**src/rtl/pixel_writer.sv**
```systemverilog
// Pixel writer: accepts (x, y, colour) pixels, clips off-screen ones, buffers the
// rest as {address, colour} in a small FIFO and drains them to the framebuffer.
module pixel_writer #(
  parameter int H_RES      = 640,
  parameter int V_RES      = 480,
  parameter int FIFO_DEPTH = 4
) (
  input  logic        clk,
  input  logic        rst_,
  input  logic [9:0]  x_in,
  input  logic [9:0]  y_in,
  input  logic [11:0] color,
  input  logic        in_rts,
  output logic        in_rtr,
  output logic [18:0] fb_addr,
  output logic [11:0] fb_data,
  output logic        fb_we,
  input  logic        fb_ack,
  output logic [15:0] clip_cnt,
  output logic        busy
);

  localparam int          AW    = $clog2(FIFO_DEPTH);
  localparam logic [10:0] H_LIM = 11'(H_RES);
  localparam logic [10:0] V_LIM = 11'(V_RES);
  localparam logic [18:0] H_MUL = 19'(H_RES);

  typedef enum logic [0:0] {
    IDLE  = 1'b0,
    WRITE = 1'b1
  } state_t;

  logic [30:0]  mem_r [FIFO_DEPTH];
  logic [AW:0]  wr_ptr_r;
  logic [AW:0]  rd_ptr_r;
  state_t       state_r;
  state_t       state_nx_s;
  logic [18:0]  fb_addr_r;
  logic [11:0]  fb_data_r;
  logic         fb_we_r;
  logic [15:0]  clip_cnt_r;
  logic         empty_s;
  logic         full_s;
  logic         accept_s;
  logic         clip_s;
  logic         push_s;
  logic         pop_s;
  logic [18:0]  addr_s;
  logic [30:0]  head_s;

  // Full when pointers differ only in the wrap bit, so in_rtr depends on registers alone.
  assign empty_s  = (wr_ptr_r == rd_ptr_r);
  assign full_s   = (wr_ptr_r[AW] != rd_ptr_r[AW]) &&
                    (wr_ptr_r[AW-1:0] == rd_ptr_r[AW-1:0]);
  assign accept_s = in_rts && !full_s;
  assign clip_s   = ({1'b0, x_in} >= H_LIM) || ({1'b0, y_in} >= V_LIM);
  assign push_s   = accept_s && !clip_s;
  assign addr_s   = (19'(y_in) * H_MUL) + 19'(x_in);
  assign head_s   = mem_r[rd_ptr_r[AW-1:0]];

  assign in_rtr   = !full_s;
  assign fb_addr  = fb_addr_r;
  assign fb_data  = fb_data_r;
  assign fb_we    = fb_we_r;
  assign clip_cnt = clip_cnt_r;
  assign busy     = !empty_s || fb_we_r;

  // Buffer storage; contents are don't-care while the pointers say empty.
  always_ff @(posedge clk) begin
    if (push_s) begin
      mem_r[wr_ptr_r[AW-1:0]] <= {addr_s, color};
    end
  end

  // FIFO pointers and clipped-pixel counter.
  always_ff @(posedge clk or negedge rst_) begin
    if (!rst_) begin
      wr_ptr_r   <= '0;
      rd_ptr_r   <= '0;
      clip_cnt_r <= 16'h0000;
    end else begin
      if (push_s) begin
        wr_ptr_r <= wr_ptr_r + (AW+1)'(1);
      end
      if (pop_s) begin
        rd_ptr_r <= rd_ptr_r + (AW+1)'(1);
      end
      if (accept_s && clip_s && (clip_cnt_r != 16'hFFFF)) begin
        clip_cnt_r <= clip_cnt_r + 16'h0001;
      end
    end
  end

  // Write FSM state register.
  always_ff @(posedge clk or negedge rst_) begin
    if (!rst_) begin
      state_r <= IDLE;
    end else begin
      state_r <= state_nx_s;
    end
  end

  // Next state and pop decision; fb_ack only matters while a write is outstanding.
  always_comb begin
    state_nx_s = state_r;
    pop_s      = 1'b0;
    case (state_r)
      IDLE: begin
        if (!empty_s) begin
          pop_s      = 1'b1;
          state_nx_s = WRITE;
        end else begin
          state_nx_s = IDLE;
        end
      end
      WRITE: begin
        if (fb_ack) begin
          if (!empty_s) begin
            pop_s      = 1'b1;
            state_nx_s = WRITE;
          end else begin
            state_nx_s = IDLE;
          end
        end else begin
          state_nx_s = WRITE;
        end
      end
      default: begin
        state_nx_s = IDLE;
      end
    endcase
  end

  // Framebuffer request registers, reloaded only when a new entry is popped.
  always_ff @(posedge clk or negedge rst_) begin
    if (!rst_) begin
      fb_addr_r <= 19'd0;
      fb_data_r <= 12'h000;
      fb_we_r   <= 1'b0;
    end else begin
      if (pop_s) begin
        fb_addr_r <= head_s[30:12];
        fb_data_r <= head_s[11:0];
      end
      fb_we_r <= (state_nx_s == WRITE);
    end
  end

endmodule

```
**config.mk**
```make
export PLATFORM = sky130hd
export DESIGN_NAME = pixel_writer
export DESIGN_NICKNAME = d
export VERILOG_FILES = /design/src/rtl/pixel_writer.sv
export SDC_FILE = /design/constraint.sdc
export NUM_CORES = 1
export LEC_CHECK = 0
export CAP_MARGIN = 20
export CORE_ASPECT_RATIO = 0.8
export CORE_MARGIN = 2
export CORE_UTILIZATION = 30
export DETAILED_ROUTE_END_ITERATION = 16
export PLACE_DENSITY = 0.51
export SLEW_MARGIN = 20
export SYNTH_ARGS = -nofsm -noshare
export SYNTH_HDL_FRONTEND = slang
export SYNTH_SLANG_ARGS = --single-unit
```
**constraint.sdc**
```tcl
create_clock -name clk -period 2.5 [get_ports clk]
set_input_delay 0.25 -clock clk [delete_from_list [all_inputs] [get_ports clk]]
set_output_delay 0.25 -clock clk [all_outputs]
set_load 0.02 [all_outputs]
```
# ---- Yosys cells after proc, flatten, opt, wreduce, memory -nomap -nowiden
# Memories as Yosys holds them, arrays and structs flattened. A register that Yosys moved wholly into a read port is not among the register bits.
# Index checks and enable logic that the tools add are counted.
dict set report totals {
  regBits 23
  latch_bits 0
  ramBits 124
  rom_bits 0
  in_bits 36
  output_inout_bits 50
  memories 1
}
# memory depth word_bits read_ports rd_ports_with_merged_regs wr line_no
set memory_table {}
lappend memory_table {mem_r 4 31 1 1 1 33} ;# logic [30:0] mem_r [FIFO_DEPTH];
dict set report classes {
  n_addsub 4
  mul 1
  n_div 0
  n_lt_le_gt_ge 2
  n_eq_ne 4
  shift 0
  n_mux 7
  n_bitwise 1
  reduce_logical 11
}
# cell n
set ops {}
lappend ops {{$add 19x10->19} 1}
lappend ops {{$add 16x1->16 const B} 1}
lappend ops {{$ne 16x16->1 const B} 1}
lappend ops {{$mul 10x3->12 const B} 1}
lappend ops {{$ge 10x10->1 const B} 1}
lappend ops {{$ge 10x9->1 const B} 1}
lappend ops {{$add 3x1->3 const B} 2}
lappend ops {{$logic_and 1x1->1} 5}
lappend ops {{$mux 1} 5}
lappend ops {{$logic_not 1->1} 4}
lappend ops {{$pmux 1 s2} 2}
lappend ops {{$eq 3x3->1} 1}
lappend ops {{$eq 2x2->1} 1}
lappend ops {{$logic_or 1x1->1} 2}
lappend ops {{$ne 1x1->1} 1}
lappend ops {{$not 1->1} 1}

# ---- Logic depth before layout (Yosys ltp)
# Gate-level depths: netlist of the first run.
dict set report depth {
  word_depth 7
  depth_mapped 9
  mapped_depth_nobuf 9
}

# ---- Worst setup path after synthesis of the first run
# No wires, ideal clock.
dict set report synth_path {
  path_type {input-to-reg}
  startpoint {input port y_in[1]}
  endpoint {memory mem_r[0][30] (data pin)}
  setup_ns 0.274
  arrival_ns 2.377
  required_time_ns 2.226
  slack_ns -0.151
  cell_stages 9
  n_path_buf 0
  path_cell_list {ha_1 -> ha_1 -> fa_1 -> a211oi_1 -> nor3_1 -> o21bai_1 -> o311ai_4 -> nor4_2 -> xnor2_1}
}
dict set report synth_via {
  elab_chain_cells 2
}
# item line_no
set synth_rtl {}
lappend synth_rtl {{start, declared} 11} ;# input logic [9:0] y_in,
lappend synth_rtl {{$mul 10x3->12} 58} ;# assign addr_s = (19'(y_in) * H_MUL) + 19'(x_in);
lappend synth_rtl {{$add 19x10->19} 58}
lappend synth_rtl {{via addr_s[18]} 48} ;# logic [18:0] addr_s;
lappend synth_rtl {{end, declared} 33}
# The timed path passes the listed nets, and every way through them passes these cells.

# ---- Worst setup path after layout of the first run
dict set report layout_path {
  startpoint {input port y_in[7]}
  endpoint {memory mem_r[0][29] (data pin)}
}
# Same word-level chain as after synthesis.

==> flow_summary.ini, run 1 <==
[placed_design]
port_buffers = 85
gp_congestion = 0.750
placed_cells = 860
dp_hpwl_um = 9820

[floorplanning]
fp.dieH_um = 145
ioPinCount = 86
start_util = 0.306
core.rowCount = 51
core_area_um2 = 24400
die_area_um2 = 26100
die_w_um = 180

[detailed_routing]
wl_per_cell_um = 16.8
viasPerCell = 4.56
first_pass_iters = 4
vias = 4082
drc = 0
drt_first_iter_violations = 193
routed_wl_um = 15000
ant_nets = 0

[critical_path]
worstPathCellList = clkdlybuf4s50_1 -> ha_1 -> ha_1 -> or2_2 -> o41ai_1 -> xor2_1 -> buf_4 -> xnor2_1
cp_slowest_cell = clkdlybuf4s50_1
ff2ff_setup_slack_ns = 0.53
critical_path_arrival_ns = 2.55
start_kind = primary input
required_ns = 2.65
slowest_delay_ns = 0.48
critPathCaptureType = flip-flop
critPathMostFrequentCell = ha_1
crit_fanout = 5
critical_path_class = primary input to flip-flop

[clock_tree]
cts_tree = done
cts.clk_slew.worst_paths_ns = 0.07
ctsRootBufferMaster = clkbuf_16
cts_max_level = 4
clock_sinks = 178
clockBufferDepth = 2
cts_buffers = 17
insertion_delay_ns = 0.43

[sta]
tightest_slew_ns = 0.917
clock_skew_ns = 0.0104
rsz0062_at_grt = no
slew_viol_final = 0
fmax_mhz = 418
setup_viol = 0
period_needed_ns = 2.39
whs_ns = 0.379
finalHoldViolCount = 0
maxSlewHeadroom = 0.389
period_share = 0.957

[yosys]
syn_area_um2 = 7460
async_reset_ff_frac = 0.303
synthCells = 416
ys_ff_latch = 178
synth.distinct_cells = 42
yosysWarnings = 0
seq_area_frac_synth = 0.681
avgSynthCellArea_um2 = 17.9
synth_flop_cell = edfxtp_1
synth_edf_count = 124
synth_nets = 479

[status]
status = finished clean

[grt]
grt_pass1_vias = 4385
grt_antenna_before_repair = 0
gr-usage-all-layers = 0.120
grt_pass1_wl_um = 24200
gr-total-overflow = 0
grt_max_degree = 39

[final_layout]
layoutNonFillerInstCount = 896
area_delta_synth_final_pct = 32.4
n_antenna_cell = 0
final_common_cell = edfxtp_1
layout-drive-gt1-share = 0.325
final_cell_mix = edfxtp_1, clkdlybuf4s50_1, dfrtp_1
layout.nets = 628

[power]
leakagePower_nw = 3.62
irDropWorstVdd_uv = 406
powerDensity_nw_per_um2 = 1060
total_power_w = 0.0105

[flow_run]
drv_cap = 0

[hold_path]
hold_class = primary input to flip-flop
-- synthesized netlist by cell type, drive strengths merged, types with 2 or more instances --
| master | n | share of area |
|---|---|---|
| nor2b | 2 | 0.0017 |
| ha | 25 | 0.042 |
| nand3 | 7 | 0.0047 |
| o21bai | 2 | 0.0020 |
| inv | 11 | 0.0055 |
| o21ai | 5 | 0.0034 |
| xor2 | 8 | 0.0094 |
| clkbuf | 5 | 0.0027 |
| nor2 | 10 | 0.0050 |
| fa | 2 | 0.0054 |
| mux4 | 31 | 0.094 |
| edfxtp | 124 | 0.50 |
| and3 | 5 | 0.0042 |
| o21a | 2 | 0.0022 |
| dfrtp | 54 | 0.18 |
| mux2 | 34 | 0.051 |
| buf | 7 | 0.0044 |
| nor3 | 4 | 0.0027 |
| a211oi | 2 | 0.0027 |
| xnor2 | 27 | 0.032 |
| nand4 | 6 | 0.0050 |
| o311ai | 2 | 0.0070 |
| and4 | 2 | 0.0025 |
| and2 | 6 | 0.0052 |
| or2 | 3 | 0.0025 |
| nand2 | 15 | 0.0076 |
| a21oi | 7 | 0.0052 |
-- what timing repair did --
item,4_1_cts,5_1_grt
setup buffers,3,0
pin swaps,12,10
hold buffers,1,0
setup endpoints to repair,12,21
gates resized for setup,11,14
endpoints found under the hold margin,34,0
-- routing by layer --
| layer | share of wire | global-route usage | up-vias |
|---|---|---|---|
| met5 | 0 | 0 | - |
| met3 | 0.040 | 0.0296 | 18 |
| met1 | 0.48 | 0.161 | 2078 |
| met4 | 0.014 | 0.0399 | 0 |
| met2 | 0.47 | 0.190 | 76 |
| li1 | - | - | 1910 |
-- metrics by stage --
| step | setup WS, ns | setup TNS, ns | utilization | instance area [µm²] |
|---|---|---|---|---|
| 2_1_floorplan | 0.0148 | 0 | - | 7480 |
| 3_3_place_gp | -0.543 | -9.16 | 0.376 | 9160 |
| 3_5_place_dp | -0.652 | -10.48 | 0.376 | 9160 |
| 4_1_cts | 0.0000340 | 0 | 0.402 | 9800 |
| 5_1_grt | 0.00508 | 0 | 0.405 | 9870 |
| 6_report | 0.107 | 0 | 0.405 | 9870 |
-- flip-flops by register name (all words and copies together), names as in the netlist --
signal and count:
fb_data 12, rd_ptr_r 3, mem_r 124, clip_cnt 16
wr_ptr_r 3, fb_addr 19, fb_we 1
-- kinds of logic after synthesis --
logic type | Yosys count | synth area share
fa+ha+maj | 27 | 0.0473
simple gates | 62 | 0.0438
compound gates | 26 | 0.0295
mux | 65 | 0.145
xor+xnor | 35 | 0.0411
flops | 178 | 0.681
buf+inv | 23 | 0.0126
-- power breakdown --
group	total, W	switching (W)	internal (W)	leakage [nW]
Sequential	0.00405	0.000288	0.00376	1.77
Clock	0.00268	0.00117	0.00151	0.292
Combinational	0.00375	0.00177	0.00197	1.55
-- critical path: cells and delay by family --
kind | cells | cell delay (ns)
adder cells (fa/ha/maj) | 2 | 0.49
AO/OA/AOI/OAI | 1 | 0.37
XOR/XNOR | 2 | 0.45
buffers and inverters | 2 | 0.66
AND/OR/NAND/NOR | 1 | 0.33
-- layout make-up --
| class | count | area [µm²] |
|---|---|---|
| Inverter | 11 | 41.3 |
| Timing Repair Buffer | 142 | 1340 |
| Clock buffer | 17 | 425 |
| Tap cell | 318 | 398 |
| Fill cell | 2223 | 14500 |
| Sequential cell | 178 | 5080 |
| Multi-Input combinational cell | 215 | 2410 |
| Clock inverter | 15 | 174 |
-- path summary, 6_finish.rpt --
check,from,endpoint,depth (start not counted)
max reg2reg,clip_cnt[7],clip_cnt[1],5
max in group asynchronous,rst_,fb_data[1],3
max,y_in[7],mem_r[0][29],8
min,y_in[0],mem_r[3][19],3
min reg2reg,clip_cnt[10],clip_cnt[10],1
min in group asynchronous,rst_,fb_data[10],2
Power figures use the tool's default switching activity.
==> inputs of run 2 (changes only) <==
--- a/config.mk
+++ b/config.mk
@@ -9,6 +9,7 @@
 export CORE_ASPECT_RATIO = 0.8
 export CORE_MARGIN = 2
 export CORE_UTILIZATION = 30
+export CTS_CLUSTER_DIAMETER = 100
 export DETAILED_ROUTE_END_ITERATION = 16
 export PLACE_DENSITY = 0.51
 export SLEW_MARGIN = 20
==> results of run 2 <==
No change in the layout: final DEF, timing and power equal those of run 1.
==> inputs of run 3 (changes only) <==
--- a/config.mk
+++ b/config.mk
@@ -11,7 +11,9 @@
 export CORE_UTILIZATION = 30
 export CTS_CLUSTER_DIAMETER = 100
 export DETAILED_ROUTE_END_ITERATION = 16
-export PLACE_DENSITY = 0.51
+export DONT_BUFFER_PORTS = 1
+export GPL_TIMING_DRIVEN = 1
+export PLACE_DENSITY = 0.46
 export SLEW_MARGIN = 20
 export SYNTH_ARGS = -nofsm -noshare
 export SYNTH_HDL_FRONTEND = slang
==> run 3 against run 2 <==
Fmax grew 8.5%. Critical path depth grew 1. Cell count down 10%. Clock power down 2%. Worst hold slack worse by 0.25 ns. Design area decreased by 9.3%. Critical path type unchanged. Critical endpoint is now mem_r[1][30]. Largest power group unchanged.
==> flow_summary.ini, run 3 (synthesized netlist as in run 1, its figures left out) <==
[status]
status = finished clean

[detailed_routing]
routed_wl_um = 14600
vias = 3704
viasPerCell = 4.61
wl_per_cell_um = 18.2
first_pass_iters = 6
ant_nets = 0
drt_first_iter_violations = 171
drc = 0

[clock_tree]
clockBufferDepth = 2
insertion_delay_ns = 0.43
cts_tree = done
ctsRootBufferMaster = clkbuf_16
cts_hold_repair.buffers = 22
clock_sinks = 178
post_cts_resized = 0
cts_max_level = 4
cts_setup_buffers = 0
cts_buffers = 17
cts.clk_slew.worst_paths_ns = 0.07

[sta]
finalHoldViolCount = 0
maxSlewHeadroom = 0.531
setup_tns_ns = 0
rsz0062_at_grt = no
fmax_mhz = 453
period_share = 0.882
setup_viol = 0
period_needed_ns = 2.21
clock_skew_ns = 0.0127
slew_viol_final = 0
tightest_slew_ns = 0.704
timing.final.ws_setup_ns = 0.295

[critical_path]
ff2ff_setup_slack_ns = 0.40
cp-startpoint = y_in[1]
required_ns = 2.64
start_kind = primary input
critical_path_arrival_ns = 2.35
slowest_delay_ns = 0.37
r2r-end = clip_cnt[1]
worstPathCellList = ha_1 -> ha_1 -> fa_2 -> a211oi_2 -> nor3_1 -> o21bai_1 -> o311ai_4 -> nor4_2 -> xnor2_1
cp_num_buf_inv = 0
cp_top_family = adder cells
cp_slowest_cell = fa_2
crit_fanout = 4
reg2reg_from = clip_cnt[7]
critical_path_class = primary input to flip-flop
critPathCaptureType = flip-flop
rr_worst_depth = 5
critPathMostFrequentCell = ha_1

[floorplanning]
die_w_um = 180
ioPinCount = 86
die_area_um2 = 26100
start_util = 0.306
fp.dieH_um = 145
core.rowCount = 51
core_area_um2 = 24400

[hold_path]
hold_class = primary input to flip-flop
min_to = mem_r[2][19]
min_path_cells = 1
min-delay-start = y_in[0]

[grt]
gr-usage-all-layers = 0.118
grt_pass1_vias = 3917
grt_max_degree = 55
gr-total-overflow = 0
grt_pass1_wl_um = 23200
grt_antenna_before_repair = 0

[final_layout]
n_antenna_cell = 0
area_delta_synth_final_pct = 20.0
layoutNonFillerInstCount = 803
final_cell_mix = edfxtp_1, dfrtp_1, mux2_2
utilization = 0.367
layout-drive-gt1-share = 0.295
design_area_um2 = 8950
layout.nets = 535
n_fill_cell = 2288
largest_register_ffs = 124
final_common_cell = edfxtp_1

[flow_run]
drv_cap = 0

[placed_design]
dp_hpwl_um = 9220
port_buffers = 0
gp_congestion = 0.703
post_dp_cell_area_um2 = 8130
placed_cells = 749
preCtsSetupSlack_ns = -0.157

[power]
leakagePower_nw = 3.20
irDropWorstVdd_uv = 525
powerDensity_nw_per_um2 = 1070
## run 3: changes by cell type in the layout (fill, tap and decap cells not counted), sizes merged, moves of 3 or more
cell,change
dlygate4sd3,+20
clkinv,+4
clkdlybuf4s50,-77
inv,-3
buf,-29
dlygate4sd2,-4
## run 3: worst max path at each step
| stage | cells past startpoint | to |
|---|---|---|
| after floorplan | 9 | mem_r[0][30] |
| after global placement | 9 | mem_r[0][30] |
| after detailed placement | 9 | mem_r[1][30] |
| after CTS | 9 | mem_r[1][30] |
| after global routing | 9 | mem_r[1][30] |
| final | 9 | mem_r[1][30] |
## run 3: routing by layer
layer / global-route usage / part of all wire / routed length [µm]
met3: 0.0399 / 0.047 / 689
met2: 0.191 / 0.49 / 7130
met4: 0.0387 / 0.012 / 172
met5: 0 / 0 / 0
met1: 0.147 / 0.45 / 6620
## run 3: layout make-up
class / instances / area [µm²] / share of cell area
timing repair buffer: 49 / 528 / 0.0590
tap: 318 / 398 / 0.0445
clock inverter: 15 / 156 / 0.0175
inverter: 11 / 41.3 / 0.00461
clock buffer: 17 / 425 / 0.0475
sequential: 178 / 5080 / 0.567
multi-input combinational: 215 / 2320 / 0.260
## run 3: where the power goes
| group | internal, W | switching (W) |
|---|---|---|
| Combinational | 0.00131 | 0.00117 |
| Sequential | 0.00376 | 0.000736 |
| Clock | 0.00148 | 0.00115 |
## run 3: worst register-to-register path, cell delays in order (launching register included)
cell	delay, ns
dfrtp_1	0.50
and3_1	0.26
and2_1	0.18
and3_1	0.25
a21oi_2	0.40
mux2_2	0.39
## run 3: metrics by stage
stage,hold WS [ns],total power [W]
3_5_place_dp,-0.0442,0.00709
4_1_cts,0.132,0.00982
3_3_place_gp,-0.0441,0.00702
2_1_floorplan,-0.0456,0.00633
5_1_grt,0.132,0.0102
6_report,0.124,0.00961
